`src/rtl/nco_rate_decode_pkg.sv`:
```
// Shared constants and FSM encoding for the NCO rate decoder.
// The same ONE_KHZ constant is used by frequency_control_gen, so an encode/decode round trip agrees.
package nco_rate_decode_pkg;

    // round_down(2^46 * 1000 / 240 MHz): the control-word step for 1 kHz
    localparam logic [29:0] NCO_ONE_KHZ = 30'h1179EC9C;

    localparam int DIVIDEND_W = 46;
    localparam int REM_W      = 31;
    localparam int QUOT_W     = 46;
    localparam int CNT_W      = 6;

    localparam logic [CNT_W-1:0] LAST_ITER = 6'd45;

    typedef enum logic [2:0] {
        ST_IDLE  = 3'd0,
        ST_LOAD  = 3'd1,
        ST_DIV   = 3'd2,
        ST_ROUND = 3'd3,
        ST_DONE  = 3'd4
    } state_t;

    // Round half up: compare 2*remainder with the divisor at 32 bits so no bit is lost.
    function automatic logic round_up(input logic [REM_W-1:0] rem,
                                      input logic [REM_W-1:0] divisor);
        return {rem, 1'b0} >= {1'b0, divisor};
    endfunction

endpackage

```
`src/rtl/serial_div_46x31.sv`:
```
// Serial restoring divider: 46-bit dividend, 31-bit divisor, one quotient bit per step.
module serial_div_46x31
    import nco_rate_decode_pkg::*;
(
    input  logic                  clk,
    input  logic                  rst,
    input  logic                  i_load,
    input  logic                  i_step,
    input  logic [DIVIDEND_W-1:0] i_dividend,
    input  logic [REM_W-1:0]      i_divisor,
    output logic [REM_W-1:0]      o_remainder,
    output logic [QUOT_W-1:0]     o_quotient,
    output logic [CNT_W-1:0]      o_count
);

    logic [DIVIDEND_W-1:0] r_dividend;
    logic [REM_W-1:0]      r_rem;
    logic [QUOT_W-1:0]     r_quot;
    logic [CNT_W-1:0]      r_count;

    logic [REM_W-1:0]      w_shift;
    logic                  w_fits;

    // The remainder stays below the divisor (< 2^30), so dropping its MSB on the shift is safe.
    assign w_shift = {r_rem[REM_W-2:0], r_dividend[DIVIDEND_W-1]};
    assign w_fits  = (w_shift >= i_divisor);

    always_ff @(posedge clk or posedge rst) begin
        if (rst) begin
            r_dividend <= '0;
            r_rem      <= '0;
            r_quot     <= '0;
            r_count    <= '0;
        end else if (i_load) begin
            r_dividend <= i_dividend;
            r_rem      <= '0;
            r_quot     <= '0;
            r_count    <= '0;
        end else if (i_step) begin
            r_dividend <= {r_dividend[DIVIDEND_W-2:0], 1'b0};
            r_rem      <= w_fits ? (w_shift - i_divisor) : w_shift;
            r_quot     <= {r_quot[QUOT_W-2:0], w_fits};
            r_count    <= r_count + 1'b1;
        end
    end

    assign o_remainder = r_rem;
    assign o_quotient  = r_quot;
    assign o_count     = r_count;

endmodule

```
`src/rtl/nco_rate_decode.sv`:
```
// Decodes an NCO tuning word into a rate in kHz: serial divide by ONE_KHZ, round half up, saturate.
// valid/ready: start is accepted only in IDLE; done pulses one cycle when clock_rate/overflow are fresh.
module nco_rate_decode
    import nco_rate_decode_pkg::*;
#(
    parameter logic [29:0] ONE_KHZ = NCO_ONE_KHZ
)(
    input  logic        clk,
    input  logic        rst,
    input  logic        restart,
    input  logic        start,
    input  logic [31:0] NCO,
    output logic [15:0] clock_rate,
    output logic        busy,
    output logic        done,
    output logic        overflow,
    output logic [2:0]  state_1
);

    state_t              r_state;
    state_t              w_next;
    logic [31:0]         r_nco;
    logic [15:0]         r_rate;
    logic                r_ovf;

    logic                w_load;
    logic                w_step;
    logic                w_accept;
    logic                w_commit;
    logic [REM_W-1:0]    w_divisor;
    logic [REM_W-1:0]    w_rem;
    logic [QUOT_W-1:0]   w_quot;
    logic [CNT_W-1:0]    w_count;
    logic                w_round_up;
    logic [QUOT_W-1:0]   w_qp;
    logic                w_sat;

    assign w_divisor = {1'b0, ONE_KHZ};

    serial_div_46x31 u_div (
        .clk         (clk),
        .rst         (rst),
        .i_load      (w_load),
        .i_step      (w_step),
        .i_dividend  ({r_nco, 14'd0}),
        .i_divisor   (w_divisor),
        .o_remainder (w_rem),
        .o_quotient  (w_quot),
        .o_count     (w_count)
    );

    assign w_round_up = round_up(w_rem, w_divisor);
    assign w_qp       = w_quot + {{(QUOT_W-1){1'b0}}, w_round_up};
    assign w_sat      = |w_qp[QUOT_W-1:16];

    always_comb begin
        w_next   = r_state;
        w_load   = 1'b0;
        w_step   = 1'b0;
        w_accept = 1'b0;
        w_commit = 1'b0;
        case (r_state)
            ST_IDLE: begin
                if (start) begin
                    w_accept = 1'b1;
                    w_next   = ST_LOAD;
                end
            end
            ST_LOAD: begin
                w_load = 1'b1;
                w_next = ST_DIV;
            end
            ST_DIV: begin
                w_step = 1'b1;
                if (w_count == LAST_ITER) w_next = ST_ROUND;
            end
            ST_ROUND: begin
                w_commit = 1'b1;
                w_next   = ST_DONE;
            end
            ST_DONE:  w_next = ST_IDLE;
            default:  w_next = ST_IDLE;
        endcase
        // Abort wins over everything, including a start in the same cycle and a pending result.
        if (restart) begin
            w_next   = ST_IDLE;
            w_load   = 1'b0;
            w_step   = 1'b0;
            w_accept = 1'b0;
            w_commit = 1'b0;
        end
    end

    always_ff @(posedge clk or posedge rst) begin
        if (rst) begin
            r_state <= ST_IDLE;
            r_nco   <= '0;
            r_rate  <= '0;
            r_ovf   <= 1'b0;
        end else begin
            r_state <= w_next;
            if (w_accept) r_nco <= NCO;
            if (w_commit) begin
                r_rate <= w_sat ? 16'hFFFF : w_qp[15:0];
                r_ovf  <= w_sat;
            end
        end
    end

    assign clock_rate = r_rate;
    assign overflow   = r_ovf;
    assign busy       = (r_state != ST_IDLE);
    assign done       = (r_state == ST_DONE);
    assign state_1    = r_state;

endmodule

```
`config.mk`:
```
export PLATFORM = sky130hd
export DESIGN_NAME = nco_rate_decode
export DESIGN_NICKNAME = d
export VERILOG_FILES = /design/src/rtl/nco_rate_decode_pkg.sv /design/src/rtl/serial_div_46x31.sv /design/src/rtl/nco_rate_decode.sv
export SDC_FILE = /design/constraint.sdc
export NUM_CORES = 1
export LEC_CHECK = 0
export ABC_AREA = 1
export ABC_CLOCK_PERIOD_IN_PS = 6400
export CORE_MARGIN = 3
export CORE_UTILIZATION = 25
export DETAILED_ROUTE_END_ITERATION = 10
export PLACE_DENSITY = 0.4
export SKIP_CTS_REPAIR_TIMING = 1
export SLEW_MARGIN = 0
export SYNTH_ARGS = -nofsm -noshare
export SYNTH_HDL_FRONTEND = slang
export SYNTH_SLANG_ARGS = --single-unit
export TNS_END_PERCENT = 10
```
`constraint.sdc`:
```
create_clock -name clk -period 6.4 [get_ports clk]
set_input_delay 1.28 -clock clk [delete_from_list [all_inputs] [get_ports clk]]
set_output_delay 1.28 -clock clk [all_outputs]
set_load 0.01 [all_outputs]
```
==> results of run 1 <==
-- state kept, by name, summed over array words and instances, names as in the netlist --
register and cells:
overflow 1, u_div.o_quotient 46, u_div.r_dividend 32, u_div.o_remainder 31, clock_rate 16, u_div.o_count 6
state_1 3, r_nco 32
-- worst reg2reg max path: cells and delay by family (launching register included) --
kind	cells	cell delay (ns)
AND/OR/NAND/NOR	24	3.10
buffers and inverters	2	0.12
flip-flops	1	0.40
AO/OA/AOI/OAI	1	0.18
adder cells (fa/ha/maj)	2	0.40
-- layer usage --
layer  wire length, um  global-route usage, %  vias up  part of all wire (%)
met5                 0                      0        -                     0
met4               714                   5.32        0                   2.6
met3              1070                   2.59       44                   3.9
met2             13100                   23.7      161                    47
met1             12900                   19.2     3975                    46
li1                  -                      -     4121                     -
-- where the power goes --
| part | leakage [nW] | switching, mW | internal [mW] |
|---|---|---|---|
| clock | 0.284 | 0.517 | 0.521 |
| sequential | 2.17 | 0.244 | 1.39 |
| combinational | 2.33 | 0.771 | 0.508 |
-- cell usage after synthesis (2+ instances only) --
| master | instances |
|---|---|
| nand2_4 | 2 |
| clkbuf_1 | 31 |
| nor4_1 | 6 |
| o21ai_0 | 53 |
| ha_1 | 5 |
| mux2_2 | 31 |
| inv_2 | 3 |
| o22ai_1 | 57 |
| nor3_1 | 14 |
| nor2_1 | 149 |
| o21ai_1 | 3 |
| nand2_1 | 341 |
| nand3_1 | 87 |
| buf_6 | 2 |
| a22oi_1 | 31 |
| a21oi_1 | 28 |
| buf_2 | 3 |
| nor2_2 | 11 |
| nand4_1 | 18 |
| nand3_2 | 10 |
| inv_1 | 137 |
| xor2_1 | 12 |
| dfrtp_1 | 167 |
| clkinv_1 | 2 |
| or2_2 | 16 |
-- logic make-up after synthesis --
kind of cell	after synthesis	share of synthesized area (%)
flops	167	45.2
xor+xnor	13	1.23
fa+ha+maj	5	0.676
compound gates	175	11.1
simple gates	656	30.5
mux	31	3.77
buf+inv	180	7.55
-- stage by stage --
step	hold WS, ns	cells	util [%]	area (um2)	worst slack (ns)
floorplan	0.450	1227	-	9250	0.602
global placement	0.465	1717	28.7	10300	2.16
detailed placement	0.466	1717	28.7	10300	2.14
CTS	0.486	1749	30.3	10900	2.09
global route	0.519	1749	30.3	10900	1.54
finish	0.485	1749	30.3	10900	2.09
-- path summary, 6_finish.rpt --
| path | from | cells after the start | end | slack [ns] |
|---|---|---|---|---|
| worst max-delay path | u_div.o_remainder[1] | 29 | clock_rate[15] | 2.09 |
| worst max register to register | u_div.o_remainder[1] | 29 | clock_rate[15] | 2.09 |
| worst min-delay path | u_div.r_dividend[35] | 2 | u_div.r_dividend[35] | 0.48 |
| worst min register to register | u_div.r_dividend[35] | 2 | u_div.r_dividend[35] | 0.48 |
| max in group asynchronous | rst | 3 | u_div.o_remainder[21] | 3.84 |
| min in group asynchronous | rst | 2 | clock_rate[9] | 1.41 |
-- layout make-up --
type	count	area, um2	area share (%)
sequential	167	4180	38.3
multi-input combinational	880	4380	40.2
inverter	142	538	4.94
tap	461	577	5.29
timing repair buffer	67	646	5.92
clock inverter	15	150	1.38
clock buffer	17	425	3.90
==> metrics.md, run 1 <==
| Metric | Value |
|---|---|
| Die Wd | `198 um` |
| Number of vias per cell | `4.75` |
| Layout Nets | `1,316` |
| Hold WC Path Type | `reg2reg` |
| CORE AREA | `0.0360 mm2` |
| Syn avg cell area | `7.54 um2` |
| IO Pins | `58` |
| Syn Nets | `1,268` |
| Worst vdd ir | `0.201 mV` |
| Die ar. | `0.0394 mm2` |
| Post-synth cell types | `33` |
| CTS sink count | `167` |
| Initial Utilization | `25.7%` |
| Vias in the first global route | `8,502` |
| Crit-path max FO | `12` |
| Antenna violations before repair | `0` |
| Number of synthesized register bits | `167` |
| CTS tree | `done` |
| Filler Cell Count | `3,899` |
| Area Overhead vs Synth | `17.8%` |
| Critical Path Max Stage Delay | `0.57 ns` |
| DR WL/cell | `15.9 um` |
| All-Layer GR Usage | `14.5%` |
| Post-synth top area share | `45.2%` |
| Max-slew headroom | `34.4%` |
| Router iterations before antenna repair | `8` |
| Max-slew violation count | `0` |
| Routed Wire Length | `27.7 mm` |
| Largest net degree at the start of global routing | `103` |
| Max stage delay cell, worst path | `nor2_2` |
| Routability Congestion | `0.902` |
| Worst Path Buf+Inv | `2` |
| Cells after Synth | `1,227` |
| RSZ-0062 raised after global routing | `no` |
| Clock Skew | `0.0128 ns` |
| Grt total ovfl | `0` |
| Layout cell share with drive strength beyond 1 | `9.39%` |
| Max Fclk | `0.232 GHz` |
| PortBufs | `57` |
| YS warnings | `0` |
| 1st-iter DRT viols | `511` |
| Root buf cell | `clkbuf_16` |
| Largest delay share family, worst path | `simple AND/OR/NAND/NOR gates` |
| Clk Latency, worst-skew pair | `0.44 ns` |
| Leakage | `4.78 nW` |
| N_diodes | `0` |
| Die height | `198 um` |
| Most frequent cells in the layout | `nand2_1 (341), dfrtp_1 (167), nor2_1 (147)` |
| CP most frequent cell | `nand2_1` |
| Critical Path AT | `4.65 ns` |
| Num CTS Buffers | `17` |
| DRC | `0` |
| First-pass GRT wire length | `45.5 mm` |
| Crit. End Element | `flop` |
| ANT nets after route | `0` |
| Total of max-cap violations | `0` |
| Final setup fails | `0` |
| CP startpoint kind | `flop` |
| Clock slew seen by the registers of the worst setup and hold paths | `0.08 ns` |
| Fin crit share | `67.4%` |
| Post-layout minimum cycle time | `4.31 ns` |
| Cell taking the most area after synthesis | `dfrtp_1` |
| Commonest non-fill, non-tap cell in the layout | `nand2_1` |
| Seq/Total Area, Yosys | `45.2%` |
| Pwr/cell area | `363 mW/mm2` |
| Max Buffers Root-to-Sink | `2` |
| Vias | `8,301` |
| Worst path required time | `6.73 ns` |
| Async SR Flop Fraction | `100%` |
| TNS Setup | `0 ns` |
| Main synth FF type | `dfrtp_1` |
| Tot Pwr | `3.95 mW` |
| Synth top area cells | `dfrtp_1 (45%), nand2_1 (14%), nor2_1 (6.0%)` |
| Post-synthesis cell area | `0.00925 mm2` |
| Row cnt | `69` |
| Number of synthesized flops with an enable pin | `0` |
| CTS H-tree lvls | `4` |
| Detailed Place HPWL | `19.5 mm` |
| Status | `finished, final reports clean` |
| Fin. Hold Viols | `0` |
| Crit Path Class | `reg2reg` |
| Worst-margin pin slew | `0.985 ns` |
No activity file was read; power rests on OpenSTA's default activity.
==> run 2: changes to the inputs <==
- ABC_CLOCK_PERIOD_IN_PS: 6400 -> 4200
- clock period: 6.4 -> 4.2 ns (I/O delays scaled with it)
==> metrics.md, run 2 (synthesis gave the netlist of run 1 again) <==
| Metric | Value |
|---|---|
| Post-layout minimum cycle time | `3.77 ns` |
| PortBufs | `57` |
| Max Buffers Root-to-Sink | `2` |
| Fin crit share | `89.8%` |
| Max Fclk | `0.265 GHz` |
| Final setup fails | `0` |
| Worst path required time | `4.53 ns` |
| Area Overhead vs Synth | `20.9%` |
| RSZ-0062 raised after global routing | `no` |
| CP most frequent cell | `nand2_1` |
| CTS H-tree lvls | `4` |
| Worst vdd ir | `0.283 mV` |
| Setup ws final | `0.427 ns` |
| Layout Nets | `1,334` |
| Setup crit end | `clock_rate[15]` |
| TNS Setup | `0 ns` |
| WHS | `0.485 ns` |
| Total of max-cap violations | `0` |
| Layout cell share with drive strength beyond 1 | `11.3%` |
| 1st-iter DRT viols | `512` |
| Router iterations before antenna repair | `5` |
| CORE AREA | `0.0360 mm2` |
| Number of vias per cell | `4.75` |
| Largest delay share family, worst path | `simple AND/OR/NAND/NOR gates` |
| Row cnt | `69` |
| Vias in the first global route | `8,564` |
| Die ar. | `0.0394 mm2` |
| IO Pins | `58` |
| DP Area | `0.0105 mm2` |
| Max reg flops | `46` |
| Max stage delay cell, worst path | `dfrtp_1` |
| Clock Skew | `0.0176 ns` |
| FF-to-FF End | `clock_rate[15]` |
| All-Layer GR Usage | `15.0%` |
| Hold WC Path Type | `reg2reg` |
| Fin. Hold Viols | `0` |
| Leakage | `4.90 nW` |
| CP startpoint kind | `flop` |
| DRC | `0` |
| CTS tree | `done` |
| Clk Latency, worst-skew pair | `0.45 ns` |
| Most frequent cells in the layout | `nand2_1 (340), dfrtp_1 (167), nor2_1 (142)` |
| Crit-path max FO | `12` |
| Critical Path Max Stage Delay | `0.40 ns` |
| Levels on crit path | `30` |
| Vias | `8,396` |
| Pwr/cell area | `548 mW/mm2` |
| Clock slew seen by the registers of the worst setup and hold paths | `0.08 ns` |
| First-pass GRT wire length | `46.9 mm` |
| DP Worst Slack | `0.0300 ns` |
| Detailed Place HPWL | `20.6 mm` |
| Die Wd | `198 um` |
| Crit Path Class | `reg2reg` |
| Routed Wire Length | `28.5 mm` |
| Status | `finished, final reports clean` |
| Critical Path AT | `4.10 ns` |
| Max-slew headroom | `40.0%` |
| Initial Utilization | `25.7%` |
| Commonest non-fill, non-tap cell in the layout | `nand2_1` |
| Largest net degree at the start of global routing | `61` |
| Routability Congestion | `0.904` |
| Post-route cell area | `0.0112 mm2` |
| CTS sink count | `167` |
| Fin cells | `1,767` |
| Max-slew violation count | `0` |
| N_diodes | `0` |
| Num CTS Buffers | `17` |
| DR WL/cell | `16.1 um` |
| Hold wc startpoint | `u_div.r_dividend[39]` |
| CP startpoint | `u_div.o_remainder[2]` |
| Inst Count DP | `1,733` |
| Reg2reg start | `u_div.o_remainder[2]` |
| Crit. End Element | `flop` |
| Worst Path Buf+Inv | `3` |
| Root buf cell | `clkbuf_16` |
| Worst-margin pin slew | `0.901 ns` |
| Antenna violations before repair | `0` |
| Grt total ovfl | `0` |
| Reg2Reg Depth | `30` |
| R2R Setup Slk | `0.43 ns` |
| ANT nets after route | `0` |
| Die height | `198 um` |
[run 2: changes by cell type in the layout (fill, tap and decap cells not counted), moves of 2 or more]
cell,change
buf_4,+12
buf_12,+6
nor2_1,-5
clkinv_8,+4
inv_6,-4
nor2_4,+3
clkinv_2,-2
clkinvlp_4,+2
ha_1,-2
ha_2,+2
nor2_2,+2
[run 2: power breakdown]
part           internal [mW]  switching [mW]
Clock                  0.807           0.812
Combinational          0.844            1.19
Sequential              2.12           0.361
[run 2: worst min-delay path, cell delays in order (launching register included)]
cell,delay (ns)
dfrtp_1,0.35
nand2_1,0.05
nand2_1,0.05
[run 2: how the worst min path moves through the flow]
stage                      endpoint  cells past startpoint
4_1_cts        u_div.r_dividend[29]                      2
2_1_floorplan  u_div.r_dividend[15]                      2
6_report       u_div.r_dividend[39]                      2
5_1_grt        u_div.r_dividend[29]                      2
3_5_place_dp   u_div.r_dividend[29]                      2
3_3_place_gp   u_div.r_dividend[29]                      2
[run 2: cell type report]
type,instances,area (um2)
clock buffer,17,425
clock inverter,15,184
fill,3870,24800
inverter,142,537
multi-input combinational,880,4430
sequential,167,4180
tap,461,577
timing repair buffer,85,856
[run 2: through the flow]
step / util (%) / power, mW
3_3_place_gp: 29.2 / 4.56
2_1_floorplan: - / 3.77
3_5_place_dp: 29.2 / 4.55
4_1_cts: 30.9 / 6.21
6_report: 31.1 / 6.14
5_1_grt: 31.1 / 6.63
[run 2: layer usage]
metal	vias up	global-route usage [%]	wire, um	share of wire (%)
met3	23	2.10	902	3.2
met2	154	24.5	13600	48
met1	4059	20.9	13700	48
li1	4160	-	-	-
met4	0	3.64	351	1.2
met5	-	0	0	0
==> run 3: changes to the inputs <==
- PLACE_DENSITY: 0.4 -> 0.49
==> metrics.md, run 3 (synthesis gave the netlist of run 1 again) <==
| Metric | Value |
|---|---|
| Die ar. | `0.0394 mm2` |
| Leakage | `4.91 nW` |
| Max-slew violation count | `0` |
| Commonest non-fill, non-tap cell in the layout | `nand2_1` |
| CTS H-tree lvls | `4` |
| Max-slew headroom | `23.8%` |
| Most frequent cells in the layout | `nand2_1 (340), dfrtp_1 (167), nor2_1 (144)` |
| DR WL/cell | `15.0 um` |
| All-Layer GR Usage | `13.7%` |
| Crit-path max FO | `6` |
| Layout Nets | `1,336` |
| Post-route cell area | `0.0111 mm2` |
| N_diodes | `0` |
| CP startpoint | `u_div.o_remainder[16]` |
| Crit Path Class | `reg2reg` |
| Grt total ovfl | `0` |
| Max Fclk | `0.265 GHz` |
| Max stage delay cell, worst path | `dfrtp_1` |
| IO Pins | `58` |
| Row cnt | `69` |
| Comb pwr share | `32.6%` |
| Max Buffers Root-to-Sink | `2` |
| Reg2reg start | `u_div.o_remainder[16]` |
| Num CTS Buffers | `17` |
| First-pass GRT wire length | `43.4 mm` |
| Worst path required time | `4.53 ns` |
| Router iterations before antenna repair | `5` |
| Clock slew seen by the registers of the worst setup and hold paths | `0.07 ns` |
| CTS sink count | `167` |
| Seq pwr share | `40.4%` |
| Clock Skew | `0.0117 ns` |
| Final setup fails | `0` |
| Die height | `198 um` |
| Total of max-cap violations | `0` |
| Status | `finished, final reports clean` |
| Detailed Place HPWL | `19.1 mm` |
| DRC | `0` |
| Worst vdd ir | `0.279 mV` |
| Die Wd | `198 um` |
| Initial Utilization | `25.7%` |
| RSZ-0062 raised after global routing | `no` |
| Number of vias per cell | `4.72` |
| Setup crit end | `clock_rate[0]` |
| Hold WC Path Type | `reg2reg` |
| Routed Wire Length | `26.5 mm` |
| Clock network power share | `26.9%` |
| Max reg flops | `46` |
| PortBufs | `57` |
| CORE AREA | `0.0360 mm2` |
| Clk Latency, worst-skew pair | `0.44 ns` |
| Levels on crit path | `23` |
| Largest delay share family, worst path | `simple AND/OR/NAND/NOR gates` |
| Worst Path Buf+Inv | `4` |
| Vias in the first global route | `8,144` |
| Routability Congestion | `0.931` |
| Reg2Reg Depth | `23` |
| Internal power | `3.88 mW` |
| Layout cell share with drive strength beyond 1 | `11.1%` |
| CP startpoint kind | `flop` |
| CP most frequent cell | `nand2_1` |
| R2R Setup Slk | `0.43 ns` |
| CTS tree | `done` |
| Root buf cell | `clkbuf_16` |
| Crit path cell chain | `nor2_1, inv_1, nor4_1, nand3_1, nand2_1, nand2_1, nand2_1, nand2_1, nand3_1, ha_1, nand2_4, nor2_8, inv_2, nor2_2, nand2_1, xor2_1, nor2_1, nand3_1, nor2_1, buf_4, nand3_1, nand2_1, inv_1` |
| Sw frac | `36.8%` |
| Crit. End Element | `flop` |
| Pwr/cell area | `550 mW/mm2` |
| Critical Path Max Stage Delay | `0.39 ns` |
| Net Switching | `2.25 mW` |
| Largest net degree at the start of global routing | `61` |
| Area Overhead vs Synth | `20.4%` |
| Post-layout minimum cycle time | `3.77 ns` |
| Critical Path AT | `4.10 ns` |
| FF-to-FF End | `clock_rate[0]` |
| Worst-margin pin slew | `1.14 ns` |
| Antenna violations before repair | `0` |
| ANT nets after route | `0` |
| TNS Setup | `0 ns` |
| DP Area | `0.0105 mm2` |
| Vias | `8,349` |
| 1st-iter DRT viols | `557` |
| Fin. Hold Viols | `0` |
| Fin crit share | `89.7%` |
run 3: per-layer routing:
metal / track usage (%) / vias up / routed length [um]
met2: 21.7 / 170 / 12500
met3: 2.42 / 28 / 915
met5: 0 / - / 0
li1: - / 4156 / -
met4: 3.28 / 0 / 404
met1: 19.4 / 3995 / 12700
run 3: through the flow:
step | power, mW | hold WS, ns | instances | setup slack, ns | utilization [%]
final | 6.13 | 0.484 | 1769 | 0.433 | 31.0
after global routing | 6.60 | 0.504 | 1769 | 0.0433 | 31.0
after CTS | 6.19 | 0.485 | 1764 | 0.222 | 30.8
after detailed placement | 4.50 | 0.468 | 1732 | 0.245 | 29.1
after global placement | 4.49 | 0.464 | 1732 | 0.296 | 29.1
after floorplan | 3.77 | 0.450 | 1227 | 1.03 | -
run 3: final cells by class:
| cell class | instances | area (um2) |
|---|---|---|
| sequential | 167 | 4180 |
| fill | 3874 | 24900 |
| inverter | 142 | 537 |
| timing repair buffer | 87 | 828 |
| clock buffer | 20 | 457 |
| clock inverter | 12 | 158 |
| tap | 461 | 577 |
| multi-input combinational | 880 | 4410 |
run 3: worst min path at each step:
stage,startpoint,to,slack (ns),depth (start not counted)
floorplan,u_div.r_dividend[15],u_div.r_dividend[15],0.45,2
global route,u_div.r_dividend[17],u_div.r_dividend[17],0.50,2
CTS,u_div.r_dividend[28],u_div.r_dividend[28],0.49,2
detailed placement,u_div.r_dividend[17],u_div.r_dividend[17],0.47,2
finish,u_div.r_dividend[27],u_div.r_dividend[27],0.48,2
global placement,u_div.r_dividend[27],u_div.r_dividend[27],0.46,2
run 3: worst reg2reg max path, stage by stage (launching register included):
cell and delay, ns:
dfrtp_1 0.39, nor2_1 0.28, inv_1 0.13, nor4_1 0.37, nand3_1 0.14, nand2_1 0.12, nand2_1 0.06, nand2_1 0.09
nand2_1 0.06, nand3_1 0.11, ha_1 0.21, nand2_4 0.10, nor2_8 0.18, inv_2 0.07, nor2_2 0.33, nand2_1 0.12
xor2_1 0.17, nor2_1 0.10, nand3_1 0.10, nor2_1 0.18, buf_4 0.18, nand3_1 0.08, nand2_1 0.07, inv_1 0.03
run 3: power groups by stage:
stage	sequential [mW]	combinational [mW]	clock (mW)
2_1_floorplan	2.44	1.32	0
3_3_place_gp	2.50	1.99	0
3_5_place_dp	2.50	2.00	0
4_1_cts	2.48	2.01	1.70
5_1_grt	2.55	2.27	1.78
6_report	2.48	2.00	1.65
